===== src/rtl/alu_issue_if.sv =====
// Instruction issue handshake between the fetch/dispatch side and alu_issue.
// Carries one RV32I instruction and its PC per valid/ready transfer.
interface alu_issue_if;
    logic        instrValid;
    logic        instrReady;
    logic [31:0] instr;
    logic [31:0] pc;

    modport master (
        output instrValid,
        output instr,
        output pc,
        input  instrReady
    );

    modport slave (
        input  instrValid,
        input  instr,
        input  pc,
        output instrReady
    );
endinterface


===== src/rtl/alu_issue.sv =====
// Issue/writeback controller in front of the multi-cycle alu.
// Decodes one instruction, drives operands, waits for done, writes back.
module alu_issue #(
    parameter int TIMEOUT = 64
) (
    input  logic        clk_i,
    input  logic        rst_i,
    alu_issue_if.slave  fetch,
    output logic [4:0]  rs1Addr_o,
    output logic [4:0]  rs2Addr_o,
    input  logic [31:0] rs1Data_i,
    input  logic [31:0] rs2Data_i,
    output logic        aluRst_o,
    output logic [31:0] aluArg1_o,
    output logic [31:0] aluArg2_o,
    output logic [2:0]  aluFunct3_o,
    output logic        aluSubSr_o,
    input  logic [31:0] aluRes_i,
    input  logic        aluDone_i,
    output logic [4:0]  rdAddr_o,
    output logic [31:0] rdData_o,
    output logic        rdWe_o,
    output logic        illegal_o,
    output logic        timeout_o
);
    localparam logic [6:0]  OP_REG   = 7'b0110011;
    localparam logic [6:0]  OP_IMM   = 7'b0010011;
    localparam logic [6:0]  OP_LUI   = 7'b0110111;
    localparam logic [6:0]  OP_AUIPC = 7'b0010111;
    localparam logic [15:0] LAST     = 16'(TIMEOUT - 1);

    typedef enum logic [1:0] {
        IDLE,
        LOAD,
        EXEC,
        WB
    } state_t;

    state_t      state_q;
    state_t      state_d;
    logic [31:0] instr_q;
    logic [31:0] pc_q;
    logic [15:0] cnt_q;
    logic        accept;
    logic        legal;
    logic        done_hit;
    logic        time_up;
    logic [6:0]  in_op;
    logic [2:0]  f3;
    logic [31:0] arg1_d;
    logic [31:0] arg2_d;
    logic [2:0]  f3_d;
    logic        sub_d;

    assign fetch.instrReady = (state_q == IDLE);
    assign accept           = fetch.instrValid && fetch.instrReady;
    assign in_op            = fetch.instr[6:0];
    assign legal            = (in_op == OP_REG) || (in_op == OP_IMM)
                           || (in_op == OP_LUI) || (in_op == OP_AUIPC);

    assign rs1Addr_o = instr_q[19:15];
    assign rs2Addr_o = instr_q[24:20];
    assign rdAddr_o  = instr_q[11:7];
    assign f3        = instr_q[14:12];

    always_ff @(posedge clk_i) begin
        if (rst_i) state_q <= IDLE;
        else       state_q <= state_d;
    end

    always_comb begin
        state_d  = state_q;
        done_hit = 1'b0;
        time_up  = 1'b0;
        aluRst_o = rst_i;
        rdWe_o   = 1'b0;
        unique case (state_q)
            IDLE: begin
                if (accept && legal) state_d = LOAD;
            end
            LOAD: begin
                aluRst_o = 1'b1;
                state_d  = EXEC;
            end
            EXEC: begin
                // A done on the last allowed cycle still wins over the timeout.
                if (aluDone_i) begin
                    done_hit = 1'b1;
                    state_d  = WB;
                end else if (cnt_q == LAST) begin
                    time_up = 1'b1;
                    state_d = IDLE;
                end
            end
            WB: begin
                rdWe_o  = (instr_q[11:7] != 5'd0);
                state_d = IDLE;
            end
            default: state_d = IDLE;
        endcase
    end

    // Operand build from the latched instruction and live regfile data.
    always_comb begin
        arg1_d = rs1Data_i;
        arg2_d = rs2Data_i;
        f3_d   = f3;
        sub_d  = 1'b0;
        unique case (instr_q[6:0])
            OP_REG: sub_d = instr_q[30];
            OP_IMM: begin
                if (f3 == 3'b001 || f3 == 3'b101)
                    arg2_d = {27'd0, instr_q[24:20]};
                else
                    arg2_d = {{20{instr_q[31]}}, instr_q[31:20]};
                sub_d = (f3 == 3'b101) && instr_q[30];
            end
            OP_LUI: begin
                arg1_d = 32'd0;
                arg2_d = {instr_q[31:12], 12'd0};
                f3_d   = 3'b000;
            end
            OP_AUIPC: begin
                arg1_d = pc_q;
                arg2_d = {instr_q[31:12], 12'd0};
                f3_d   = 3'b000;
            end
            default: ;
        endcase
    end

    always_ff @(posedge clk_i) begin
        if (rst_i) begin
            instr_q     <= '0;
            pc_q        <= '0;
            cnt_q       <= '0;
            aluArg1_o   <= '0;
            aluArg2_o   <= '0;
            aluFunct3_o <= '0;
            aluSubSr_o  <= 1'b0;
            rdData_o    <= '0;
            illegal_o   <= 1'b0;
            timeout_o   <= 1'b0;
        end else begin
            illegal_o <= accept && !legal;
            timeout_o <= time_up;
            if (accept && legal) begin
                instr_q <= fetch.instr;
                pc_q    <= fetch.pc;
            end
            if (state_q == EXEC) cnt_q <= cnt_q + 16'd1;
            else                 cnt_q <= '0;
            if (state_q == LOAD) begin
                aluArg1_o   <= arg1_d;
                aluArg2_o   <= arg2_d;
                aluFunct3_o <= f3_d;
                aluSubSr_o  <= sub_d;
            end
            if (done_hit) rdData_o <= aluRes_i;
        end
    end
endmodule


===== src/flat_wrapper.sv =====
// flat-port wrapper written by rule: the top's interface ports become plain ports
module alu_issue_flat 
#(
    parameter int TIMEOUT = 64
)
  (clk_i, rst_i, rs1Addr_o, rs2Addr_o, rs1Data_i, rs2Data_i, aluRst_o, aluArg1_o, aluArg2_o, aluFunct3_o, aluSubSr_o, aluRes_i, aluDone_i, rdAddr_o, rdData_o, rdWe_o, illegal_o, timeout_o, fetch_instrValid, fetch_instr, fetch_pc, fetch_instrReady);
  alu_issue_if fetch_i ();
  input  logic clk_i;
  input  logic rst_i;
  output logic [4:0] rs1Addr_o;
  output logic [4:0] rs2Addr_o;
  input  logic [31:0] rs1Data_i;
  input  logic [31:0] rs2Data_i;
  output logic aluRst_o;
  output logic [31:0] aluArg1_o;
  output logic [31:0] aluArg2_o;
  output logic [2:0] aluFunct3_o;
  output logic aluSubSr_o;
  input  logic [31:0] aluRes_i;
  input  logic aluDone_i;
  output logic [4:0] rdAddr_o;
  output logic [31:0] rdData_o;
  output logic rdWe_o;
  output logic illegal_o;
  output logic timeout_o;
  input wire logic [$bits(fetch_i.instrValid)-1:0] fetch_instrValid;
  input wire logic [$bits(fetch_i.instr)-1:0] fetch_instr;
  input wire logic [$bits(fetch_i.pc)-1:0] fetch_pc;
  output wire logic [$bits(fetch_i.instrReady)-1:0] fetch_instrReady;
  assign fetch_i.instrValid = fetch_instrValid;
  assign fetch_i.instr = fetch_instr;
  assign fetch_i.pc = fetch_pc;
  assign fetch_instrReady = fetch_i.instrReady;
  alu_issue #(.TIMEOUT(TIMEOUT)) u_core (.clk_i(clk_i), .rst_i(rst_i), .fetch(fetch_i), .rs1Addr_o(rs1Addr_o), .rs2Addr_o(rs2Addr_o), .rs1Data_i(rs1Data_i), .rs2Data_i(rs2Data_i), .aluRst_o(aluRst_o), .aluArg1_o(aluArg1_o), .aluArg2_o(aluArg2_o), .aluFunct3_o(aluFunct3_o), .aluSubSr_o(aluSubSr_o), .aluRes_i(aluRes_i), .aluDone_i(aluDone_i), .rdAddr_o(rdAddr_o), .rdData_o(rdData_o), .rdWe_o(rdWe_o), .illegal_o(illegal_o), .timeout_o(timeout_o));
endmodule

===== config.mk =====
export PLATFORM = sky130hd
export DESIGN_NAME = alu_issue_flat
export DESIGN_NICKNAME = d
export VERILOG_FILES = /design/src/rtl/alu_issue_if.sv /design/src/rtl/alu_issue.sv /design/src/flat_wrapper.sv
export SDC_FILE = /design/constraint.sdc
export NUM_CORES = 1
export LEC_CHECK = 0
export CORE_UTILIZATION = 29
export DETAILED_ROUTE_END_ITERATION = 16
export HOLD_SLACK_MARGIN = 0.15
export PLACE_DENSITY = 0.63
export REMOVE_ABC_BUFFERS = 1
export SLEW_MARGIN = 20
export SYNTH_ARGS = -nofsm -noshare
export SYNTH_HDL_FRONTEND = slang
export SYNTH_SLANG_ARGS = --single-unit
export TNS_END_PERCENT = 1

===== constraint.sdc =====
create_clock -name clk_i -period 1.99 [get_ports clk_i]
set_input_delay 0.2985 -clock clk_i [delete_from_list [all_inputs] [get_ports clk_i]]
set_output_delay 0.2985 -clock clk_i [all_outputs]
set_load 0.01 [all_outputs]

==> metrics.txt <==
status=completed; # rows=slightly below 60; Top Ports=about 280; GR Overflow Total=0; CP top delay family=simple AND/OR/NAND/NOR gates; Period Utilization, post-route=93.0%; CP arrival=1.55 ns; initial drt markers=about 420; setup violators final=0; RSZ-0062 raised after global routing=false; Detailed Route WL=between 20000 and 25000 µm; Worst setup endpoint=rdWe_o; vias per inst=4.78; vias in the first global route=6734; R2R Setup Slk=roughly 0.21 ns; cell count along the critical path=3; PwrDens=about 690 nW/µm²; reg-to-reg startpoint=u_core.instr_q[2]; TritonCTS buffer count=17; number of hold buffers added after CTS=0; Max transition margin=slightly above 50%; Multi-input gate area=around 3300 µm²; wire length on met2=~11000 µm; most used standard cell by instance count after synthesis=nand2_1; first-pass GRT wire length=~37000 µm; crit-path max FO=3; post-synthesis instance area=~7400 µm²; CTS tree=yes; Req. time, crit path=around 1.7 ns; share of cells above drive strength 1=roughly 5.7%; post-route setup TNS=0 ns; DR pass1 iterations=5; Total GRT Usage=approximately 18%; CP Cell Sequence=or3_1, o311a_1, clkbuf_2; metal3 WL=1430 µm; filler cell count=2548; Die ar.=between 20000 and 30000 µm²; largest net degree at the start of global routing=136; Post-synth ARST share=0%; endpoint class of the critical path=output port; Synth Warn #=0; Post-synth top cells=236 x nand2_1, 184 x dfxtp_1, 105 x a21oi_1; Critical-path top delay cell=or3_1; setup bufs post-CTS=0; post-synthesis sequential area ratio=a little under 50%; CTS-repair resized insts=4; Final Hold Fails=0; Peak Freq=540 MHz; Max VDD drop=~0.46 mV; register area=approximately 3700 µm²; uppermost routed layer=met4; PortBufs=about 280; Max Slew Vio Count=0; core area=around 25000 µm²; crit path launch type=flip-flop; Max-Cap Viols=0; Setup Skew=0.0161 ns; leakage=approximately 3.7 nW; root buffer cell=clkbuf_16; Detail Route Antenna Nets=0; Clock transition at path regs=around 0.070 ns; critical path class=flip-flop to output port; post-DR wirelength/cell=15.8 µm; post-layout min period=~1.9 ns; drt drc=0; Die Span X=~160 µm; Max stage delay on crit path=roughly 0.36 ns; Gate Count Post-Synth=around 900; CTS Sinks=around 180; Worst Max-Slew Pin Slew=0.735 ns; Primary FF master, synth=dfxtp_1; flops & latches, synth=approximately 180; DIE HEIGHT=162 µm; clock buffer depth=2; Avg Inst Size Synth=approximately 8.2 µm²; nets=~1300; Area Growth Syn to Fin=49.6%; vias=7072; ANT cells=0; worst-skew pair later-pin latency=approximately 0.43 ns; Netlist cell types=47; area share of the largest cell type after synthesis=between 40% and 50%; number of enable flip-flop cells after synthesis=0; Final Util=between 40 and 50%; Hold Path Class=input port to flip-flop; Buf/Inv on CP=1; Met1 Wirelength=10300 µm; post-synth top area cell=dfxtp_1; largest cells by area after synthesis=dfxtp_1 50%, nand2_1 12%, a21oi_1 7.1%, nor2_1 4.2%, a311oi_1 3.9%; reg-to-reg endpoint=u_core.aluArg2_o[8]; Critical Path Start=u_core.instr_q[7]; DP HPWL=approximately 16000 µm; initial core utilization=between 20 and 30%; Tot Pwr=~7.7 mW; H-tree levels=4; Final GP Congestion=slightly below 0.8; initial antenna violation count=0; Worst Reg2Reg Path Length in Cells=5
[sequential cells by signal, summed over array words and instances, names as in the netlist]
name	flops
u_core.aluArg1_o	32
u_core.aluArg2_o	32
u_core.instr_q	32
u_core.pc_q	32
u_core.rdData_o	32
u_core.cnt_q	16
u_core.aluFunct3_o	3
u_core.state_q	2
u_core.aluSubSr_o	1
u_core.illegal_o	1
u_core.timeout_o	1
[metal layers]
layer	track usage (%)	vias up
li1	-	3557
met1	22.7	3305
met2	29.2	185
met3	4.26	25
met4	6.43	0
met5	0	-
[layout by cell type, fill, tap and decap left out, types with 3 or more instances in the layout]
cell type,n
or4b_1,5
nor4_1,5
nand2_1,236
nand3_1,11
nor3b_1,3
a21oi_1,104
xnor2_1,8
clkdlybuf4s50_1,279
buf_4,18
nor3_1,12
or3_1,4
dfxtp_1,184
inv_6,3
a211oi_1,22
clkinvlp_4,4
a221oi_1,5
buf_12,7
clkbuf_16,17
a22oi_1,20
nand2b_1,5
nor2_1,83
a311oi_2,4
a311oi_1,33
nand3b_1,34
[metrics by stage]
stage	hold WS [ns]	instance area, µm²	instances	setup WS (ns)
final	0.222	11100	1480	0.138
after detailed placement	0.440	10500	1448	-0.0369
after floorplan	0.366	6970	810	-2.55
after global placement	0.430	10500	1448	-0.00832
after global routing	0.216	11100	1480	0.0580
after CTS	0.205	11100	1480	0.0152
[where the power goes]
group	switching (mW)	leakage, nW	internal, mW	total, mW
combinational	0.192	1.94	0.368	0.560
clock	1.52	0.270	1.86	3.39
sequential	0.0162	1.48	3.71	3.72
[kinds of logic after synthesis]
group	after synthesis	share of synthesized area, %
AND/OR/NAND/NOR	416	25.4
adder cells (fa/ha/maj)	1	0.169
buffers and inverters	91	5.98
multiplexers	1	0.135
XOR/XNOR	10	1.18
flip-flops	184	49.7
AO/OA/AOI/OAI	196	17.4
[how the worst min path moves through the flow]
stage | from | cells past startpoint | to
finish | rst_i | 2 | u_core.instr_q[29]
detailed placement | u_core.cnt_q[0] | 1 | u_core.cnt_q[0]
global placement | u_core.cnt_q[0] | 1 | u_core.cnt_q[0]
CTS | rst_i | 2 | u_core.instr_q[29]
floorplan | rst_i | 1 | u_core.aluArg2_o[1]
global route | rst_i | 2 | u_core.instr_q[31]
[final cells by class]
cell class | instances | share of cell area [%]
Sequential cell | 184 | 33.2
Multi-Input combinational cell | 624 | 29.8
Timing Repair Buffer | 308 | 28.0
Clock buffer | 19 | 3.91
Tap cell | 330 | 3.73
Clock inverter | 13 | 1.30
Inverter | 2 | 0.0677
Power figures use the tool's default switching activity.
